<file path="src/rtl/channel_pkg.sv">
// Shared channel definitions: status bits, command codes and control-unit states.
// CU_SHORT_BUSY_EN adds the SHORT_BUSY state for the short busy response.
package channel_pkg;

    localparam logic [7:0] ATTN = 8'h80;
    localparam logic [7:0] SM   = 8'h40;
    localparam logic [7:0] CUE  = 8'h20;
    localparam logic [7:0] BUSY = 8'h10;
    localparam logic [7:0] CE   = 8'h08;
    localparam logic [7:0] DE   = 8'h04;
    localparam logic [7:0] UC   = 8'h02;
    localparam logic [7:0] UE   = 8'h01;

    localparam logic [7:0] WRITE = 8'h01;
    localparam logic [7:0] READ  = 8'h02;
    localparam logic [7:0] NOP   = 8'h03;

    typedef enum logic [3:0] {
        IDLE,
        PASS,
        ADDR,
        CMD,
        INIT_ST,
        DATA_REQ,
        DATA_ACK,
        END_ST,
        WAIT_DESEL
`ifdef CU_SHORT_BUSY_EN
        , SHORT_BUSY
`endif
    } cu_state_t;

    // Initial status presented after the command byte has been accepted.
    function automatic logic [7:0] initial_status(input logic busy, input logic [7:0] code);
        if (busy)
            return BUSY;
        else if (code == WRITE || code == READ)
            return 8'h00;
        else if (code == NOP)
            return CE | DE;
        else
            return UC | CE | DE;
    endfunction

endpackage

</file>
<file path="src/rtl/cu_select_pass.sv">
// Select propagation: passes the select down the chain and returns it while
// the control unit is not the addressed device.
module cu_select_pass (
    input  logic pass_en,
    input  logic a_select_out,
    input  logic b_select_in,
    output logic b_select_out,
    output logic a_select_in
);

    assign b_select_out = pass_en & a_select_out;
    assign a_select_in  = pass_en & b_select_in;

endmodule

</file>
<file path="src/rtl/control_unit.sv">
// Channel control unit: selection, command, initial/ending status and byte transfer.
// Define CU_SHORT_BUSY_EN to answer a busy selection with a short busy status.
module control_unit
    import channel_pkg::*;
#(
    parameter logic [7:0] ADDRESS = 8'h1a
) (
    input  logic       clk,
    input  logic       reset,
    input  logic [7:0] bus_out,
    output logic [7:0] bus_in,
    input  logic       operational_out,
    input  logic       hold_out,
    input  logic       address_out,
    input  logic       command_out,
    input  logic       service_out,
    input  logic       suppress_out,
    input  logic       a_select_out,
    output logic       a_select_in,
    output logic       b_select_out,
    input  logic       b_select_in,
    output logic       operational_in,
    output logic       address_in,
    output logic       status_in,
    output logic       service_in,
    output logic       request_in,
    input  logic       dev_busy,
    input  logic [7:0] rd_data,
    input  logic       rd_valid,
    input  logic       rd_last,
    output logic       rd_ack,
    output logic [7:0] wr_data,
    output logic       wr_strobe,
    input  logic       wr_ready,
    input  logic       wr_end,
    output logic [7:0] cmd,
    output logic       cmd_strobe
);

    cu_state_t  state, state_next;
    logic [7:0] status_q;
    logic [7:0] data_q;
    logic       last_q;
    logic       svc_up;
    logic       stat_ack;
    logic       stop_pend;
    logic       pass_en;
    logic       is_read;
    logic       unused_tags;

    assign is_read     = (cmd == READ);
    assign request_in  = 1'b0;
    assign unused_tags = suppress_out;

    cu_select_pass u_select_pass (
        .pass_en      (pass_en),
        .a_select_out (a_select_out),
        .b_select_in  (b_select_in),
        .b_select_out (b_select_out),
        .a_select_in  (a_select_in)
    );

    always_ff @(posedge clk or posedge reset) begin
        if (reset)
            state <= IDLE;
        else
            state <= state_next;
    end

    always_comb begin
        state_next = state;
        case (state)
            IDLE:
                if (a_select_out && address_out) begin
                    if (bus_out == ADDRESS) begin
`ifdef CU_SHORT_BUSY_EN
                        state_next = dev_busy ? SHORT_BUSY : ADDR;
`else
                        state_next = ADDR;
`endif
                    end else begin
                        state_next = PASS;
                    end
                end
            PASS:
                if (!a_select_out) state_next = IDLE;
            ADDR:
                if (!address_out && command_out) state_next = CMD;
            CMD:
                if (!command_out) state_next = INIT_ST;
            INIT_ST:
                if (stat_ack && !service_out)
                    state_next = (status_q == 8'h00) ? DATA_REQ : WAIT_DESEL;
            DATA_REQ:
                // A channel stop waits for command_out to fall before ending status.
                if (stop_pend) begin
                    if (!command_out) state_next = END_ST;
                end else if (svc_up) begin
                    if (service_out) state_next = DATA_ACK;
                end else if (!is_read && wr_end) begin
                    state_next = END_ST;
                end
            DATA_ACK:
                if (!service_out)
                    state_next = (is_read && last_q) ? END_ST : DATA_REQ;
            END_ST:
                if (stat_ack && !service_out) state_next = WAIT_DESEL;
`ifdef CU_SHORT_BUSY_EN
            SHORT_BUSY:
                if (stat_ack && !service_out) state_next = WAIT_DESEL;
`endif
            WAIT_DESEL:
                if (!a_select_out && !hold_out) state_next = IDLE;
            default:
                state_next = IDLE;
        endcase
        if (!operational_out) state_next = IDLE;
    end

    always_comb begin
        operational_in = 1'b0;
        address_in     = 1'b0;
        status_in      = 1'b0;
        service_in     = 1'b0;
        bus_in         = '0;
        pass_en        = 1'b0;
        case (state)
            PASS:
                pass_en = 1'b1;
            ADDR: begin
                operational_in = 1'b1;
                address_in     = 1'b1;
                bus_in         = ADDRESS;
            end
            CMD:
                operational_in = 1'b1;
            INIT_ST: begin
                operational_in = 1'b1;
                status_in      = !stat_ack;
                if (!stat_ack) bus_in = status_q;
            end
            DATA_REQ: begin
                operational_in = 1'b1;
                service_in     = svc_up;
                if (svc_up && is_read) bus_in = data_q;
            end
            DATA_ACK:
                operational_in = 1'b1;
            END_ST: begin
                operational_in = 1'b1;
                status_in      = !stat_ack;
                if (!stat_ack) bus_in = CE | DE;
            end
`ifdef CU_SHORT_BUSY_EN
            SHORT_BUSY: begin
                status_in = !stat_ack;
                if (!stat_ack) bus_in = SM | BUSY;
            end
`endif
            default: ;
        endcase
    end

    always_ff @(posedge clk or posedge reset) begin
        if (reset) begin
            status_q   <= '0;
            data_q     <= '0;
            last_q     <= 1'b0;
            svc_up     <= 1'b0;
            stat_ack   <= 1'b0;
            stop_pend  <= 1'b0;
            rd_ack     <= 1'b0;
            wr_strobe  <= 1'b0;
            cmd_strobe <= 1'b0;
            cmd        <= '0;
            wr_data    <= '0;
        end else begin
            rd_ack     <= 1'b0;
            wr_strobe  <= 1'b0;
            cmd_strobe <= 1'b0;
            // Handshake flags are per-state and restart on every state change.
            if (state_next != state) begin
                svc_up    <= 1'b0;
                stat_ack  <= 1'b0;
                stop_pend <= 1'b0;
            end else begin
                case (state)
                    INIT_ST, END_ST:
                        if (service_out) stat_ack <= 1'b1;
`ifdef CU_SHORT_BUSY_EN
                    SHORT_BUSY:
                        if (service_out) stat_ack <= 1'b1;
`endif
                    DATA_REQ:
                        if (!svc_up) begin
                            if (!stop_pend) begin
                                if (is_read && rd_valid) begin
                                    svc_up <= 1'b1;
                                    data_q <= rd_data;
                                    last_q <= rd_last;
                                end else if (!is_read && wr_ready && !wr_end) begin
                                    svc_up <= 1'b1;
                                end
                            end
                        end else if (command_out && !service_out) begin
                            svc_up    <= 1'b0;
                            stop_pend <= 1'b1;
                        end
                    default: ;
                endcase
            end
            if (state == ADDR && state_next == CMD) begin
                cmd        <= bus_out;
                cmd_strobe <= 1'b1;
            end
            if (state == CMD && state_next == INIT_ST)
                status_q <= initial_status(dev_busy, cmd);
            if (state == DATA_REQ && state_next == DATA_ACK) begin
                if (is_read) begin
                    rd_ack <= 1'b1;
                end else begin
                    wr_data   <= bus_out;
                    wr_strobe <= 1'b1;
                end
            end
        end
    end

endmodule

</file>
<file path="config.mk">
export PLATFORM = sky130hd
export DESIGN_NAME = control_unit
export DESIGN_NICKNAME = d
export VERILOG_FILES = /design/src/rtl/channel_pkg.sv /design/src/rtl/cu_select_pass.sv /design/src/rtl/control_unit.sv
export SDC_FILE = /design/constraint.sdc
export NUM_CORES = 1
export LEC_CHECK = 0
export CAP_MARGIN = 20
export CELL_PAD_IN_SITES_DETAIL_PLACEMENT = 1
export CELL_PAD_IN_SITES_GLOBAL_PLACEMENT = 2
export CORE_MARGIN = 10
export CORE_UTILIZATION = 29
export CTS_CLUSTER_SIZE = 16
export DETAILED_ROUTE_END_ITERATION = 7
export MAX_ROUTING_LAYER = met4
export PLACE_DENSITY_LB_ADDON = 0.1
export SYNTH_ARGS = -nofsm -noshare
export SYNTH_HDL_FRONTEND = slang
export SYNTH_HIERARCHICAL = 1
export SYNTH_SLANG_ARGS = --single-unit
</file>
<file path="constraint.sdc">
create_clock -name clk -period 2.45 [get_ports clk]
set_input_delay 0.6125 -clock clk [delete_from_list [all_inputs] [get_ports clk]]
set_output_delay 0.6125 -clock clk [all_outputs]
set_load 0.005 [all_outputs]
</file>
==> results.tsv <==
stage	metric	value	unit
outcome	run_status	completed	
clocking	cts_hold_buf	0	
routing	detail-route-antenna-nets	0	
flow_run	drv_cap	0	
global_route	grt_pass1_vias	2374	
sta	setup_viol_count_final	0	
floorplan	pin_count	65	
power_and_ir_drop	powerDensity	351	mW/mm^2
floorplan	dieArea	0.0113	mm^2
power_and_ir_drop	p_switching	0.305	mW
routing	vias	2115	
power_and_ir_drop	power.internal	0.955	mW
routing	wl_per_cell	17.8	um
cells_and_area	final_common_cell	buf_4	
power_and_ir_drop	sw_frac_of_total	0.242	
synthesis	synth_cell_types	51	
floorplan	start_util	0.299	
setup_path	path_class	flop to output pin	
setup_path	cp_max_fo	7	
sta	slew_viol_final	0	
synthesis	synth_area_leaders	dfrtp_1, mux2_2, mux2_4, nand2_1, and2_1	
placement	gp_congestion	0.833	
clocking	clk_latency	0.29	ns
synthesis	ys_async_sr_fraction	1.00	
cells_and_area	final_area	0.00359	mm^2
synthesis	synth-edff-count	0	
routing	drtPass1Iterations	4	
placement	dp.cells	413	
power_and_ir_drop	comb_power_share	0.143	
synthesis	synthCells	203	
power_and_ir_drop	ir_drop	0.198	mV
clocking	cts_tree	built	
power_and_ir_drop	clockPowerShare	0.349	
cells_and_area	syn_to_final_growth	65.4	%
floorplan	die_w	107	um
clocking	cts_buffers	5	
placement	dpl-instance-area	0.00329	mm^2
cells_and_area	nNetsFinal	366	
routing	drt_iter0_markers	50	
cells_and_area	finalNonFillerCells	433	
cells_and_area	antenna_cells	0	
clocking	cts_htree_levels	2	
setup_path	endpoint_kind	output pin	
sta	fin_crit_sh	0.985	
global_route	track_usage	0.143	
clocking	clockBufferDepth	2	
setup_path	critPathLaunchType	flop	
synthesis	synth_nets	234	
synthesis	synth_top_area_share	0.438	
sta	min_period	2.41	ns
hold_path	hp-class	flop to flop	
sta	clock_skew	0.00804	ns
global_route	grt_max_degree	39	
floorplan	coreArea	0.00725	mm^2
global_route	antenna_found_initial	0	
sta	max_freq	414	MHz
clocking	cts_root_buf	clkbuf_8	
power_and_ir_drop	power_leakage	1.67	nW
power_and_ir_drop	power_frac_seq	0.509	
routing	drcViolationCount	0	
floorplan	rows	31	
sta	rsz0062_at_grt	true	
clocking	numClockSinks	38	
sta	worst_slew_pin_slew	0.508	ns
synthesis	syn_area	0.00217	mm^2
clocking	clk_pin_slew	0.07	ns
cells_and_area	drive_gt1_frac	0.392	
placement	portBuffers	62	
cells_and_area	most-common-layout-cells	buf_4, clkdlybuf4s50_1, dfrtp_1	
setup_path	worstPathRequired	1.84	ns
synthesis	synth_ff_type	dfrtp_1	
placement	dpl.hpwl	5830	um
power_and_ir_drop	power.total	1.26	mW
synthesis	ys_seq_elements	38	
global_route	grt_overflow	0	
routing	routed_wl	7710	um
global_route	grt_first_pass_wirelength	12600	um
floorplan	die_y	107	um
sta	maxSlewHeadroom	0.661	
sta	finalHoldViolations	0	
setup_path	cp_data_arrival_time	1.80	ns
synthesis	yosysWarnings	6	
synthesis	synth_area_per_cell	10.7	um^2
synthesis	yosysSeqAreaShare	0.438	
routing	via_per_inst	4.88	
synthesis	synth_area_leader_cell	dfrtp_1	
synth_stat cells (4+ instances only):
cell,count
nand4_1,4
nor3_1,8
and2_1,9
nand2b_1,8
a21oi_1,7
nand2_1,16
inv_1,8
nor2_1,13
mux2_2,17
o21ai_0,7
mux2_4,8
dfrtp_1,38
layout make-up:
type | instances | area (um^2)
Fill cell | 823 | 3660
Multi-Input combinational cell | 152 | 1280
Timing Repair Buffer | 130 | 1120
Sequential cell | 38 | 951
Tap cell | 99 | 124
Clock buffer | 6 | 82.6
Inverter | 8 | 30.0
timing repair:
item | 4_1_cts | 5_1_grt
endpoints found under the setup margin | 41 | 25
buffers inserted | 11 | 3
cloned | 1 | 0
resized for setup | 51 | 14
pin swaps | 8 | 9
final timing paths:
kind,start,end,slack (ns),depth (start not counted)
worst min-delay path,data_q[6],data_q[6],0.50,1
max in group asynchronous,reset,state[0],1.35,3
worst max register to register,state[0],data_q[3],0.12,8
min in group asynchronous,reset,data_q[3],0.75,3
worst max-delay path,state[0],bus_in[4],0.04,7
worst min register to register,data_q[6],data_q[6],0.50,1
critical path: stages, from the launching register on:
cell      delay (ns)
dfrtp_1         0.40
and4bb_1        0.24
nand2_2         0.12
nor2_4          0.05
buf_6           0.13
buf_6           0.11
a221o_1         0.33
buf_2           0.13
registers in the layout, summed over array words and instances, names as in the netlist:
signal	cells
svc_up	1
state	4
wr_data	8
status_q	3
wr_strobe	1
stop_pend	1
last_q	1
cmd	8
data_q	8
cmd_strobe	1
rd_ack	1
stat_ack	1
kinds of logic (layout without fill, tap and decap cells):
family | after synthesis | after routing | synth area share
XOR/XNOR | 1 | 1 | 0.00404
AO/OA/AOI/OAI | 38 | 39 | 0.140
other | 1 | 1 | 0.00173
flip-flops | 38 | 38 | 0.438
multiplexers | 26 | 26 | 0.149
buffers and inverters | 14 | 144 | 0.0328
AND/OR/NAND/NOR | 85 | 85 | 0.235
power by group through the flow:
stage	clock network [mW]	registers [mW]	logic [mW]
2_1_floorplan	0	0.652	0.0531
3_3_place_gp	0	0.652	0.163
3_5_place_dp	0	0.653	0.165
4_1_cts	0.456	0.641	0.179
5_1_grt	0.487	0.642	0.196
6_report	0.439	0.641	0.179
layer usage:
metal	global-route usage	part of all wire	vias up
met4	0.0203	0.0038	0
met1	0.175	0.45	1064
li1	-	-	1010
met2	0.238	0.50	37
met5	-	0	-
met3	0.0368	0.049	4
per-stage QoR:
| step | setup slack (ns) | hold WS (ns) | setup TNS [ns] | utilization |
|---|---|---|---|---|
| after detailed placement | -0.467 | 0.488 | -12.61 | 0.453 |
| after CTS | 0.000735 | 0.505 | 0 | 0.491 |
| after floorplan | 0.317 | 0.472 | 0 | - |
| final | 0.0361 | 0.499 | 0 | 0.495 |
| after global routing | -0.0555 | 0.516 | -0.0953 | 0.495 |
| after global placement | -0.462 | 0.482 | -12.03 | 0.453 |
No activity file was read; power rests on OpenSTA's default activity.
